===== config.mk =====
export PLATFORM = sky130hd
export DESIGN_NAME = mem_bus_arbiter
export DESIGN_NICKNAME = d
export VERILOG_FILES = /design/src/rtl/mem_bus_arbiter.sv
export SDC_FILE = /design/constraint.sdc
export NUM_CORES = 1
export LEC_CHECK = 0
export ABC_CLOCK_PERIOD_IN_PS = 3500
export CELL_PAD_IN_SITES_DETAIL_PLACEMENT = 0
export CELL_PAD_IN_SITES_GLOBAL_PLACEMENT = 1
export CORE_UTILIZATION = 16
export CTS_CLUSTER_DIAMETER = 100
export DETAILED_ROUTE_END_ITERATION = 7
export PLACE_DENSITY_LB_ADDON = 0.3
export SKIP_LAST_GASP = 1
export SLEW_MARGIN = 10
export SYNTH_ARGS = -nofsm -noshare
export SYNTH_HDL_FRONTEND = slang
export SYNTH_SLANG_ARGS = --single-unit
export TNS_END_PERCENT = 5

===== constraint.sdc =====
create_clock -name clk -period 3.5 [get_ports clk]
set_input_delay 1.05 -clock clk [delete_from_list [all_inputs] [get_ports clk]]
set_output_delay 1.05 -clock clk [all_outputs]
set_load 0.05 [all_outputs]

===== src/rtl/mem_bus_arbiter.sv =====
// mem_bus_arbiter
// Shares one external memory port between the I-side (port 0) and D-side
// (port 1) miss controllers. An owner keeps the bus for its whole
// transaction; owners alternate round-robin with a quiet GAP cycle between
// them. A watchdog frees the bus if memory stops acknowledging.
//
// Ports:
//   clk, rst                   clock, synchronous active-high reset
//   mN_addr/re/wr/wdata        requester N address, level requests, write data
//   mN_rdata/ack               read data and ack routed back to requester N
//   mem_addr/re/wr/wdata       external memory request (zero when not owned)
//   mem_rdata/ack              external memory response
//   grant                      registered one-hot owner (bit0 = port 0)
//   timeout_err                one-cycle pulse when the watchdog fires
module mem_bus_arbiter #(
    parameter int unsigned WORD_SIZE      = 32,
    parameter int unsigned TIMEOUT_CYCLES = 255,
    parameter int unsigned CTR_BITS       = 8
) (
    input  logic                 clk,
    input  logic                 rst,

    input  logic [31:0]          m0_addr,
    input  logic                 m0_re,
    input  logic                 m0_wr,
    input  logic [WORD_SIZE-1:0] m0_wdata,
    output logic [WORD_SIZE-1:0] m0_rdata,
    output logic                 m0_ack,

    input  logic [31:0]          m1_addr,
    input  logic                 m1_re,
    input  logic                 m1_wr,
    input  logic [WORD_SIZE-1:0] m1_wdata,
    output logic [WORD_SIZE-1:0] m1_rdata,
    output logic                 m1_ack,

    output logic [31:0]          mem_addr,
    output logic                 mem_re,
    output logic                 mem_wr,
    output logic [WORD_SIZE-1:0] mem_wdata,
    input  logic [WORD_SIZE-1:0] mem_rdata,
    input  logic                 mem_ack,

    output logic [1:0]           grant,
    output logic                 timeout_err
);

    localparam int unsigned ADDR_W = 32;

    typedef enum logic [1:0] {
        IDLE  = 2'd0,
        BUSY0 = 2'd1,
        BUSY1 = 2'd2,
        GAP   = 2'd3
    } state_t;

    state_t              state_q, state_d;
    logic                last_q, last_d;
    logic [CTR_BITS-1:0] wdog_q, wdog_d;
    logic [1:0]          grant_q, grant_d;
    logic                timeout_err_q, timeout_err_d;

    logic req0;
    logic req1;
    logic own_req;

    assign req0 = m0_re | m0_wr;
    assign req1 = m1_re | m1_wr;

    // State, round-robin pointer, watchdog and registered outputs
    always_ff @(posedge clk) begin
        if (rst) begin
            state_q       <= IDLE;
            last_q        <= 1'b1;
            wdog_q        <= '0;
            grant_q       <= 2'b00;
            timeout_err_q <= 1'b0;
        end else begin
            state_q       <= state_d;
            last_q        <= last_d;
            wdog_q        <= wdog_d;
            grant_q       <= grant_d;
            timeout_err_q <= timeout_err_d;
        end
    end

    // Arbitration, release and watchdog next-state logic
    always_comb begin
        state_d       = state_q;
        last_d        = last_q;
        wdog_d        = wdog_q;
        timeout_err_d = 1'b0;
        own_req       = 1'b0;

        case (state_q)
            IDLE: begin
                // Counter is held at zero so every BUSY entry starts fresh
                wdog_d = '0;
                if (req0 && req1) begin
                    // Tie: the port that did not own last time wins
                    if (last_q) begin
                        state_d = BUSY0;
                        last_d  = 1'b0;
                    end else begin
                        state_d = BUSY1;
                        last_d  = 1'b1;
                    end
                end else if (req0) begin
                    state_d = BUSY0;
                    last_d  = 1'b0;
                end else if (req1) begin
                    state_d = BUSY1;
                    last_d  = 1'b1;
                end
            end

            BUSY0, BUSY1: begin
                own_req = (state_q == BUSY0) ? req0 : req1;
                if (!own_req) begin
                    state_d = GAP;
                    wdog_d  = '0;
                end else if (mem_ack) begin
                    wdog_d = '0;
                end else if (wdog_q == CTR_BITS'(TIMEOUT_CYCLES)) begin
                    // Memory went silent: drop the owner, flag it during GAP
                    state_d       = GAP;
                    wdog_d        = '0;
                    timeout_err_d = 1'b1;
                end else begin
                    wdog_d = wdog_q + CTR_BITS'(1);
                end
            end

            GAP: begin
                state_d = IDLE;
            end

            default: begin
                state_d = IDLE;
            end
        endcase

        grant_d = {(state_d == BUSY1), (state_d == BUSY0)};
    end

    // Bus routing from the registered owner; everything is zero when unowned
    always_comb begin
        mem_addr  = '0;
        mem_wdata = '0;
        mem_re    = 1'b0;
        mem_wr    = 1'b0;
        m0_ack    = 1'b0;
        m0_rdata  = '0;
        m1_ack    = 1'b0;
        m1_rdata  = '0;

        case (state_q)
            BUSY0: begin
                mem_addr  = ADDR_W'(m0_addr);
                mem_wdata = m0_wdata;
                mem_wr    = m0_wr;
                mem_re    = m0_re & ~m0_wr;
                m0_ack    = mem_ack;
                m0_rdata  = mem_rdata;
            end
            BUSY1: begin
                mem_addr  = ADDR_W'(m1_addr);
                mem_wdata = m1_wdata;
                mem_wr    = m1_wr;
                mem_re    = m1_re & ~m1_wr;
                m1_ack    = mem_ack;
                m1_rdata  = mem_rdata;
            end
            default: begin
            end
        endcase
    end

    assign grant       = grant_q;
    assign timeout_err = timeout_err_q;

endmodule


==> Word-level counts from Yosys, hierarchy flattened <==
Cells that the tools add are included.
{ "classes": {"n_addsub": 1, "n_eq_ne": 6, "mux": 26, "bitwise_logic": 8, "n_reduce_logical": 7} }
{ "ops": {"columns": ["op", "n"], "rows": [
  ["case mux 32 bit (2 select lines)", 2],
  ["two-way mux 32 bit", 2],
  ["two-way mux 8 bit", 3],
  ["case mux 8 bit (2 select lines)", 1],
  ["two-way mux 2 bit", 7],
  ["adder 8 x 1 -> 8 bit, second input constant", 1],
  ["== test 8 bit, second input constant", 1],
  ["two-way mux 1 bit", 8],
  ["== test 2 bit, second input constant", 3],
  ["case mux 2 bit (3 select lines)", 1],
  ["== test 2 x 1 -> 1 bit, second input constant", 2],
  ["inverter 1 bit", 4],
  ["case mux 1 bit (2 select lines)", 2],
  ["OR reduction 4 bit", 1],
  ["nonzero test 3 bit", 1],
  ["AND 1 bit", 2],
  ["zero test 2 bit", 1],
  ["OR 1 bit", 2],
  ["AND reduction 2 bit", 1],
  ["nonzero test 2 bit", 1],
  ["OR reduction 2 bit", 1],
  ["logical AND 1 bit", 1]
]} }
{ "word_totals": {"reg_bits": 14, "elab_cells": 53} }

==> Longest topological paths before layout <==
{ "logic_depth": {"depth_word": 6, "depth_mapped": 7} }

==> Least setup slack after synthesis <==
No wires, ideal clock.
{ "synth_timing": {"kind": "reg2out", "startpoint": "reg state_q[0]", "endpoint": "out mem_addr[12]", "t_arrival_ps": 1956, "t_required_ps": 2450, "setup_slack_ps": 494, "stages_incl_launch_ff": 6, "n_path_buf": 2, "path_cell_list": "dfxtp_1 > inv_1 > ha_1 > clkbuf_1 > clkbuf_1 > nor2b_1"} }
{ "synth_via": {"elab_chain_cells": 2, "word_cells_on_any_way": 3} }
{ "synth_rtl": {"columns": ["item", "line", "text"], "rows": [
  ["from (decl)", "57", "state_t state_q, state_d;"],
  ["from (signal assigned)", "79", "state_q <= state_d;"],
  ["== test 2 bit / == test 2 x 1 -> 1 bit (equally long branches)", "157", "case (state_q)"],
  ["case mux 32 bit (2 select lines) *", "157", null],
  ["to (decl)", "37", "output logic [31:0] mem_addr,"]
]} }
Every way passes the cells marked *; elsewhere a longest branch is shown, timed or not.

==> Worst setup path in the final report <==
{ "layout_timing": {"startpoint": "in m0_wr", "endpoint": "out mem_re"} }
{ "layout_via": {"elab_chain_cells": 3} }
{ "layout_rtl": {"columns": ["item", "line", "text"], "rows": [
  ["from (decl)", "25", "input logic m0_wr,"],
  ["inverter 1 bit", "162", "mem_re = m0_re & ~m0_wr;"],
  ["AND 1 bit", "162", null],
  ["case mux 1 bit (2 select lines)", "157", null],
  ["to (decl)", "38", "output logic mem_re,"]
]} }
Every way passes these cells.

==> results by group <==
Worst hold path
  – HP Start: wdog_q[6]
  – Hold/Removal Path Class: flop to flop

Global routing
  – Global-route wire length before repair: 20000 um
  – Vias in the first global route: between 3000 and 4000
  – Initial antenna violation count: 0
  – GRT Overall Usage: approximately 18%
  – Gr ovfl total: 0
  – Largest net degree at the start of global routing: 71

STA
  – Slew @ Worst Pin: ~0.53 ns
  – Relative slew slack: between 60 and 70%
  – Period utilization: slightly above 90%
  – Fmax: 308 MHz
  – Final Critical Period: around 3.3 ns
  – Endpoints failing hold: 0
  – Setup TNS: 0 ns
  – Worst-case clock skew: around 0.0050 ns
  – # setup viols final: 0
  – Final-report max-slew violation count: 0
  – RSZ-0062 raised after global routing: false

Routing
  – Avg Vias per Cell: 4.47
  – Antenna-violating nets left: 0
  – Top sig layer: met4
  – Wl on met1: slightly above 5000 um
  – Met2 wire len: between 7000 and 8000 um
  – Routed vias: ~3500
  – Pre-antenna DRT Iters: 4
  – Routed WL: about 14000 um
  – Initial DRC count: around 160
  – DR WL met3: about 910 um
  – Wire length per cell: about 18 um
  – DRC errors left: 0

Synth
  – Mapped Area: roughly 2200 um^2
  – Top post-synthesis cells by area: a22oi_1 (22%), nor2b_1 (19%), and2_1 (19%), dfxtp_1 (13%), clkbuf_1 (4.6%)
  – Avg Cell Area, Syn: 6.96 um^2
  – Ys Warns: 0
  – #FFs+latches synth: 14
  – Largest area contributor in the netlist: a22oi_1
  – Cell variety after synth: 41
  – Post-Syn Instances: 320
  – Sequential fraction of the synthesis area: roughly an eighth
  – Post-synth top area share: around 22%
  – Syn nets: ~490

Setup path
  – Critical path, cell by cell: clkdlybuf4s50_1 -> o21ai_0 -> and2_1 -> buf_12
  – Critical Path AT: about 2.2 ns
  – Setup crit end kind: primary output
  – Top delay family on crit path: buffers and inverters
  – FF-to-FF Start: state_q[1]
  – WS Path Type: primary input to primary output
  – Worst EP required: between 2 and 2.5 ns
  – Crit path buffers/inverters: 2
  – CP Launch Type: primary input
  – Largest stage delay on the critical path: between 0.5 and 0.6 ns
  – Crit-path max FO: 7
  – Critical path's slowest cell: clkdlybuf4s50_1
  – Crit path from: m0_wr

Floorplan
  – Die area: about 14000 um^2
  – Core box area: 13400 um^2
  – Die Width: about 120 um
  – IO Pins: 302
  – Starting Density: 16.6%
  – Cell Rows: 42
  – Die Ht: 120 um

CTS
  – Clk_lat worst skew: 0.25 ns
  – TritonCTS clock tree: yes
  – H-Tree Depth: 1
  – Worst-path clk slew: approximately 0.050 ns
  – Post-CTS setup buffer count: 0
  – Max clock buf depth: 2
  – Cts bufs inserted: 3
  – CTS Sinks: 14
  – Root Buffer: clkbuf_16
  – CTS Hold Bufs: 0
  – CTS resizes: 0

Layout
  – Share of cells above drive strength 1: between 20% and 30%
  – Ant. Diodes: 0
  – Most frequent cells in the layout: clkdlybuf4s50_1 (169), buf_12 (135), nor2b_1 (68), and2_1 (67), a22oi_1 (65)
  – NumNets Final: between 700 and 800
  – Area Overhead vs Synth: 207%
  – Post-route cell area: slightly below 7000 um^2
  – Commonest non-fill, non-tap cell in the layout: clkdlybuf4s50_1
  – Final Instance Count excl. Fillers: between 700 and 800

Power and ir drop
  – Max rail drop VDD: approximately 510 uV
  – Int Pwr: 2.28 mW
  – Power density cells: a little under 700 nW/um^2
  – Logic pwr share: ~90%
  – Net Sw Frac: 50.8%
  – Reg power frac: 4.5%
  – Total power: between 4 and 5 mW
  – Leakage power: roughly 2.5 nW
  – P_sw: approximately 2.4 mW
  – Share of power burned in the clock network: 5.3%

Outcome
  – Status: completed

Placed design
  – Final Wtd Congestion: a little over 0.8
  – DP Cell Count: between 700 and 800
  – DPL Wire Length: around 11000 um
  – Placed inst area: slightly below 7000 um^2
  – IO Port Bufs: between 300 and 400

Run
  – Max_cap viols: 0
[worst register-to-register path, delay by kind of cell, from the launching register on]
family / cells / cell delay, ns
AOI/OAI and AO/OA: 1 / 0.28
adders and majority gates: 1 / 0.20
buffers and inverters: 2 / 0.28
and+or+nand+nor: 3 / 0.92
DFF: 1 / 0.41
[per-layer routing]
metal | GRT usage (%) | up-vias
li1 | - | 1682
met1 | 20.1 | 1638
met2 | 35.2 | 143
met3 | 2.95 | 6
met4 | 1.72 | 0
met5 | 0 | -
[sequential cells by signal, summed over array words and instances (netlist names)]
register     flops
wdog_q           8
grant            2
state_q          2
last_q           1
timeout_err      1
[cells by family after synthesis]
logic type / Yosys count / share of synthesized area, %
and+or+nand+nor: 182 / 50.5
AOI/OAI and AO/OA: 81 / 27.0
buffers and inverters: 35 / 5.96
DFF: 14 / 12.6
adders and majority gates: 5 / 2.81
xor gates and xnor gates: 3 / 1.18
[synth_stat cells, drive strengths merged]
cell type,count
a211oi,1
xnor2,2
nand2,7
and2,67
a311o,1
o32ai,1
o21a,1
clkbuf,27
or2,4
nand4,1
xor2,1
a21oi,5
o211a,1
nand3b,2
nand2b,1
and3,1
o21bai,1
nand3,7
ha,5
nand4b,2
or4,1
dfxtp,14
nor2b,68
nor3b,3
o21ai,3
nor4,2
nor3,4
o31ai,1
inv,4
a31oi,1
a22oi,65
buf,4
nor2,10
or4b,1
or3,1
[worst paths after layout]
check | slack, ns | end | cells past startpoint
max | 0.25 | mem_re | 4
min | 0.47 | wdog_q[6] | 2
max reg2reg | 1.32 | grant[1] | 7
min reg2reg | 0.47 | wdog_q[6] | 2
[power groups by stage]
stage	registers (mW)	clock network, mW	logic, mW
after floorplan	0.240	0	2.16
after global placement	0.212	0	4.18
after detailed placement	0.212	0	4.21
after CTS	0.209	0.250	4.22
after global routing	0.213	0.253	4.35
final	0.209	0.246	4.18
[metrics by stage]
step	hold WS, ns	util [%]	setup WS (ns)
2_1_floorplan	0.440	-	0.494
3_3_place_gp	0.459	50.4	0.206
3_5_place_dp	0.461	50.4	0.221
4_1_cts	0.472	51.0	0.224
5_1_grt	0.510	51.0	0.186
6_report	0.470	51.0	0.248
[area by class of cell]
type,instances,area [um^2]
Clock buffer,4,88.8
Inverter,4,15.0
Timing Repair Buffer,307,4420
Multi-Input combinational cell,271,1820
Tap cell,176,220
Fill cell,1181,6560
Sequential cell,14,280
No activity file was read; power rests on OpenSTA's default activity.
